`config.mk`:
```
export PLATFORM = sky130hd
export DESIGN_NAME = wb_conbus_arbiter
export DESIGN_NICKNAME = d
export VERILOG_FILES = /design/src/rtl/wb_conbus_arbiter.sv
export SDC_FILE = /design/constraint.sdc
export NUM_CORES = 1
export LEC_CHECK = 0
export CAP_MARGIN = 10
export CELL_PAD_IN_SITES_DETAIL_PLACEMENT = 1
export CELL_PAD_IN_SITES_GLOBAL_PLACEMENT = 1
export CORE_MARGIN = 1.5
export CORE_UTILIZATION = 39
export DETAILED_ROUTE_END_ITERATION = 16
export PLACE_DENSITY_LB_ADDON = 0.1
export SLEW_MARGIN = 0
export SYNTH_ARGS = -nofsm -noshare
export SYNTH_HDL_FRONTEND = slang
export SYNTH_SLANG_ARGS = --single-unit
```
`constraint.sdc`:
```
create_clock -name clk -period 3.62 [get_ports clk]
set_input_delay 0.724 -clock clk [delete_from_list [all_inputs] [get_ports clk]]
set_output_delay 0.724 -clock clk [all_outputs]
set_load 0.03 [all_outputs]
```
`src/rtl/wb_conbus_arbiter.sv`:
```
// wb_conbus_arbiter: round-robin Wishbone arbiter with a registered, always one-hot grant
module wb_conbus_arbiter #(
    parameter int NUM_MASTERS = 8
) (
    input  logic                   clk,
    input  logic                   rst,
    input  logic [NUM_MASTERS-1:0] reqs,
    output logic [NUM_MASTERS-1:0] gnt
);
    localparam int N = NUM_MASTERS;
    logic [N-1:0]   cur;
    logic [N-1:0]   nxt;
    logic [2*N-1:0] dbl;
    logic [2*N-1:0] base;
    logic [2*N-1:0] pick;
    // Doubling the request vector turns the circular search after the owner into a lowest-set-bit search from base.
    always_comb begin
        dbl  = {reqs, reqs};
        base = {{N{1'b0}}, cur} << 1;
        pick = dbl & ~(dbl - base);
        nxt  = |(reqs & cur) ? cur : |pick ? (pick[N-1:0] | pick[2*N-1:N]) : cur;
    end
    always_ff @(posedge clk or negedge rst)
        if (!rst) cur <= {{(N-1){1'b0}}, 1'b1} | N'(1);
        else      cur <= nxt;
    assign gnt = cur;
endmodule

```
==> results.toml, run 1 <==
[floorplanning]
rows = 17
design.core.area_um2 = 2276
die_width_um = 52.87
start_util_pct = 42.61
die_area_um2 = 2795
fp.dieH_um = 52.87
floorplan.io_pins = 18

[clock_tree]
postCtsResizedCells = 0
path_clk_slew_ns = 0.05
clockRootBuffer = "clkbuf_4"
cts_sinks = 8
cts_max_level = 1
clk_latency_ns = 0.28
cts_tree = "built"
postCtsSetupRepairBufs = 0
cts_buffers = 3
postCtsHoldBufs = 0
clock_path_buffers = 2

[final_layout]
largest_register_ffs = 8
fill_cells = 287
syn_to_final_growth_pct = 36.65
antenna_cells = 0
layout.nets = 164
regArea_um2 = 201.4
final_layout_size_suffix_gt1_share_pct = 20.69
final_cell_mix = "17 x clkdlybuf4s50_1, 17 x buf_4, 12 x inv_1"
multi_input_area_um2 = 719.4
layout.cells.non_filler = 173
final_cell_area_um2 = 1325
fin_util_pct = 58.22

[route]
drt_first_pass_iters = 4
num_vias = 1023
wl_per_cell_um = 19.10
postRouteAntennaNets = 0
vias_per_cell = 5.913
drc_errors = 0
routed_wirelength_um = 3305
drtIter0Drc = 52

[status]
status = "completed"

[synthesis]
synth.avg_cell_area_um2 = 8.979
synth_cells = 108
ys_ff_latch = 8
ys_seq_area_share_pct = 20.77
synth_enable_flop_cells = 0
async_flop_share_pct = 100.0
synth.net_count = 126
yosysUniqueCellTypes = 43
syn_area_um2 = 969.7
yosys_most_used_dff = "dfrtp_1"
yosysWarnings = 0

[power_and_ir_drop]
pwr_density_cell_nw_per_um2 = 864.2
ir_worst_vdd_uv = 537.4
clkPwrFrac_pct = 7.0
swShare_pct = 49.70
seq_power_share_pct = 15.5
intPower_uw = 576.0
p_sw_uw = 569.1
power_mw = 1.145
power_frac_comb_pct = 77.5
leakage_nw = 0.5736

[setup_path]
critPathSlowestCell = "clkdlybuf4s50_1"
cp_slowest_stage_delay_ns = 0.42
cp_common_cell = "buf_4"
crit_buf_inv = 3
critical-path-top-delay-family = "compound AO/OA/AOI/OAI gates"
startpoint_type = "input pin"
critPathRequiredTime_ns = 3.81
rrSetupSlack_ns = 0.53
cp_cell_sequence = "clkdlybuf4s50_1, nand2b_4, fa_1, a21o_1, a221oi_2, nor2_1, o311ai_1, buf_4, nor4_4, a31oi_4, buf_4, mux2i_1"
critPathKind = "in -> reg"
cp-end-kind = "flip-flop"
worstPathMaxFanout = 4
arrival_ns = 3.64

[timing]
fin_crit_ns = 3.444
fmax_mhz = 290.4
maxSlewHeadroom_pct = 68.84
holdWs_ns = 0.5564
fin_skew_ns = 0.007127
fin_crit_sh_pct = 95.13
rsz0062_at_grt = "false"
hold_violations = 0
fin_tns_setup_ns = 0
setup_ws_ns = 0.1764
tightest_slew_ns = 0.4645
setup_viol = 0
drv_slew = 0

[placement]
placed_cells = 169
hpwlAfterDp_um = 2746
gp_congestion = 0.8586
post-place-ws_ns = -0.07729
portBuffers = 17
place_area_um2 = 1299

[grt]
grt_pass1_wl_um = 5333
grtUsageTotal_pct = 27.93
antenna_found_initial = 0
overflow = 0
grt_pass1_vias = 1091
grt_max_degree = 12

[flow_run]
maxCapViolations = 0

[worst_hold_path]
hold_path.class = "reg -> reg"
[routing by layer]
layer | up-vias | global-route usage (%) | share of wire (%)
met5 | - | 0 | 0
met4 | 0 | 15.81 | 2.6
met3 | 6 | 5.932 | 5.6
met2 | 40 | 44.58 | 47
met1 | 489 | 34.55 | 45
li1 | 488 | - | -
[tightest hold or removal path, cell delays in order (launching register included)]
cell and delay, ns:
dfstp_2 0.41, inv_1 0.07, mux2i_1 0.07
[final cells by class]
class | count | share of cell area (%)
multi-input combinational | 87 | 54.30
clock buffer | 4 | 1.983
sequential | 8 | 15.20
inverter | 12 | 3.399
timing repair buffer | 34 | 22.47
tap | 28 | 2.644
[synth_stat cells, types with 2 or more instances]
master | n | area (um^2)
dfrtp_1 | 7 | 175.2
a211oi_1 | 3 | 22.52
nor3_1 | 4 | 20.02
o21ai_0 | 3 | 15.01
a21o_1 | 5 | 37.54
a21oi_1 | 6 | 30.03
a31oi_4 | 2 | 42.54
nand2_1 | 10 | 37.54
mux2_4 | 3 | 45.04
mux2i_1 | 3 | 30.03
o22ai_1 | 3 | 18.77
a22oi_1 | 4 | 30.03
o21ai_1 | 2 | 10.01
nor2_1 | 2 | 7.510
ha_1 | 7 | 87.58
nand3_1 | 4 | 20.02
inv_1 | 12 | 45.04
xnor2_1 | 3 | 26.28
[final timing paths]
path,startpoint,depth (start not counted),to
min,gnt[0],2,gnt[0]
min in group asynchronous,rst,1,gnt[2]
max in group asynchronous,rst,1,gnt[0]
max reg2reg,gnt[0],11,gnt[0]
max,reqs[1],12,gnt[0]
min reg2reg,gnt[0],2,gnt[0]
[power by group through the flow]
stage | combinational, mW | clock (mW) | sequential (mW)
6_report | 0.887 | 0.0806 | 0.177
5_1_grt | 0.958 | 0.0865 | 0.181
4_1_cts | 0.888 | 0.0842 | 0.176
3_5_place_dp | 0.884 | 0 | 0.177
3_3_place_gp | 0.858 | 0 | 0.176
2_1_floorplan | 0.514 | 0 | 0.237
[cell families (layout without fill, tap and decap cells)]
| logic type | count (synthesis) | in the layout | synth area share [%] |
|---|---|---|---|
| simple gates | 28 | 28 | 16.39 |
| xor+xnor | 3 | 3 | 2.710 |
| buf+inv | 13 | 50 | 5.032 |
| flops | 8 | 8 | 20.77 |
| compound gates | 42 | 42 | 36.26 |
| fa+ha+maj | 8 | 8 | 11.10 |
| mux | 6 | 6 | 7.742 |
No activity file was read; power rests on OpenSTA's default activity.
==> run 2, diff against run 1 <==
- TNS_END_PERCENT: default -> 20
==> results of run 2 <==
Same layout as run 1: the final DEF is identical, and so are final timing and power.
==> run 3, diff against run 2 <==
- SKIP_CTS_REPAIR_TIMING: default -> 1
==> results of run 3 <==
Same layout as run 1: the final DEF is identical, and so are final timing and power.
==> RTL edit: new RTL, flow settings as in run 3 <==
`NUM_MASTERS`: 8 -> 12.
--- a/src/rtl/wb_conbus_arbiter.sv
+++ b/src/rtl/wb_conbus_arbiter.sv
@@ -1,6 +1,6 @@
 // wb_conbus_arbiter: round-robin Wishbone arbiter with a registered, always one-hot grant
 module wb_conbus_arbiter #(
-    parameter int NUM_MASTERS = 8
+    parameter int NUM_MASTERS = 12
 ) (
     input  logic                   clk,
     input  logic                   rst,
Ports: changed (resized gnt and reqs); port bits go from 18 to 26. The function was not compared with the original's and may differ.
==> RTL edit against run 3 <==
  * Cell area up 60%
  * Sequential cell count is 4 higher
  * Synthesized area increased by 51%
  * Critical path type unchanged
  * Wire length increased by 81%
  * Clock power grew 91%
  * Total power grew 52%
  * Critical path depth stayed put
  * Highest routed layer unchanged
  * Worst setup slack worse by 77 ps
==> RTL edit: results (changes against run 3) <==
- Status: finished clean
- Share of layout cells above drive strength 1: 0.250 (+0.0431)
- Routability cong.: 0.957 (+11%)
- Type of the worst setup path: input pin to flip-flop
- Root cell of the clock tree: clkbuf_8
- Synth Net Count: 216 (+71%)
- Num CTS Buffers: 3 (unchanged)
- Least-Margin Pin Slew: 630 ps (+165 ps)
- Final wirelength: 6.00 mm (+81%)
- Clk_skew: 3.61 ps (-3.51 ps)
- DP Cell Count: 292 (+73%)
- Sequential share of the synthesized area: 0.207 (-0.00123)
- Reg2reg start: gnt[0]$_DFFE_PN1P_
- Worst-Skew Late Latency: 250 ps (-30 ps)
- Ys async rst share: 1.00 (unchanged)
- Global-route wire length before repair: 9.49 mm (+78%)
- Worst reg2reg path depth: 13 (+2)
- Distinct cells, synth: 54 (+26%)
- Synth cell count leaders: inv_1 (19), nand2_1 (19), nor2_1 (12), o21ai_0 (12)
- Flop2flop setup slack: 430 ps (-100 ps)
- DR vias/cell: 6.09 (+3.0%)
- Vias in the first global route: 1980 (+81%)
- Post-Synthesis Cells: 190 (+76%)
- Worst min-delay path category: flip-flop to flip-flop
- Setup crit start: reqs[5]
- Pre-CTS WS: -194 ps (-117 ps)
- Initial antenna violation count: 0 (unchanged)
- Max reg flops: 12 (+4)
- WHS Path Cells: 2 (unchanged)
- Clk buf depth: 2 (unchanged)
- Syn. warnings: 0 (unchanged)
- CP max FO: 8 (+4)
- Cell area after placement: 2010 sq um (+55%)
- Worst-path clk slew: around 60 ps
- Synth area leaders: dfrtp_1 (19%), ha_1 (9.4%), inv_1 (4.9%)
- GRT Total Usage: 0.298 (+0.0186)
- IO buf count: 25 (+8)
- Crit-path slowest cell: clkdlybuf4s50_1
- LEAKAGE: 0.896 nW (+56%)
- Max stage delay on crit path: 430 ps
- IR drop worst, VDD: 372 uV (-31%)
- Pin count of the biggest net entering global routing: 13 (+1)
- Ant. Diodes: 0 (unchanged)
- Non-Filler Instances: 296 (+71%)
- RR Endpoint: gnt[2]$_DFFE_PN0P_
- Number of H-tree levels: 1 (unchanged)
- Final nets: 275 (+68%)
- DR iter-0 viols: 136 (+160%)
- Min Clock Period, post-route: 3520 ps (+76.7 ps)
- First-pass DRT Iterations: 4 (unchanged)
- Final HPWL from detailed placement: 4.97 mm (+81%)
==> RTL edit: changes by cell type after synthesis, sizes merged, moves of 4 or more <==
| cell | delta |
|---|---|
| ha | +4 |
| o22ai | +4 |
| inv | +7 |
| o21ai | +9 |
| nor2 | +10 |
| nand2 | +9 |
| dfrtp | +4 |
| clkbuf | +5 |
==> RTL edit: area by class of cell <==
| type | count | area, sq um |
|---|---|---|
| fillers | 465 | 1520 |
| inverters | 19 | 71.3 |
| clock buffers | 4 | 55.1 |
| multi-input cells | 151 | 1100 |
| flip-flops and latches | 12 | 302 |
| repair buffers | 62 | 528 |
| well taps | 48 | 60.1 |
==> RTL edit: kinds of logic after synthesis <==
family,after synthesis,share of synthesized area
AO/OA/AOI/OAI,69,0.343
adder cells (fa/ha/maj),12,0.108
AND/OR/NAND/NOR,63,0.224
XOR/XNOR,7,0.0420
flip-flops,12,0.207
buffers and inverters,27,0.0771
==> RTL edit: power breakdown <==
part	leakage, nW	switching [mW]	internal (mW)	total (mW)
clock network	0.0288	0.0577	0.0965	0.154
logic	0.715	0.758	0.587	1.35
registers	0.153	0.0500	0.192	0.242
total	0.896	0.866	0.875	1.74
==> RTL edit: routing by layer <==
layer | vias to the layer above | GRT usage | part of all wire
li1 | 831 | - | -
met1 | 891 | 0.364 | 0.42
met2 | 64 | 0.533 | 0.51
met3 | 16 | 0.0405 | 0.047
met4 | 0 | 0.101 | 0.028
met5 | - | 0 | 0
==> RTL edit: worst max-delay path: cells and delay by family <==
| family | cells | cell delay [ps] |
|---|---|---|
| buffers and inverters | 3 | 770 |
| and+or+nand+nor | 3 | 720 |
| adders and majority gates | 1 | 410 |
| AOI/OAI and AO/OA | 5 | 1050 |
==> RTL edit: worst min path at each step <==
stage                            start  slack, ps                  end
CTS                 gnt[0]$_DFFE_PN1P_        580   gnt[0]$_DFFE_PN1P_
detailed placement  gnt[0]$_DFFE_PN1P_        570   gnt[0]$_DFFE_PN1P_
global route        gnt[0]$_DFFE_PN1P_        610   gnt[0]$_DFFE_PN1P_
global placement    gnt[0]$_DFFE_PN1P_        540   gnt[0]$_DFFE_PN1P_
floorplan                          rst        430  gnt[10]$_DFFE_PN0P_
finish              gnt[8]$_DFFE_PN0P_        590   gnt[8]$_DFFE_PN0P_
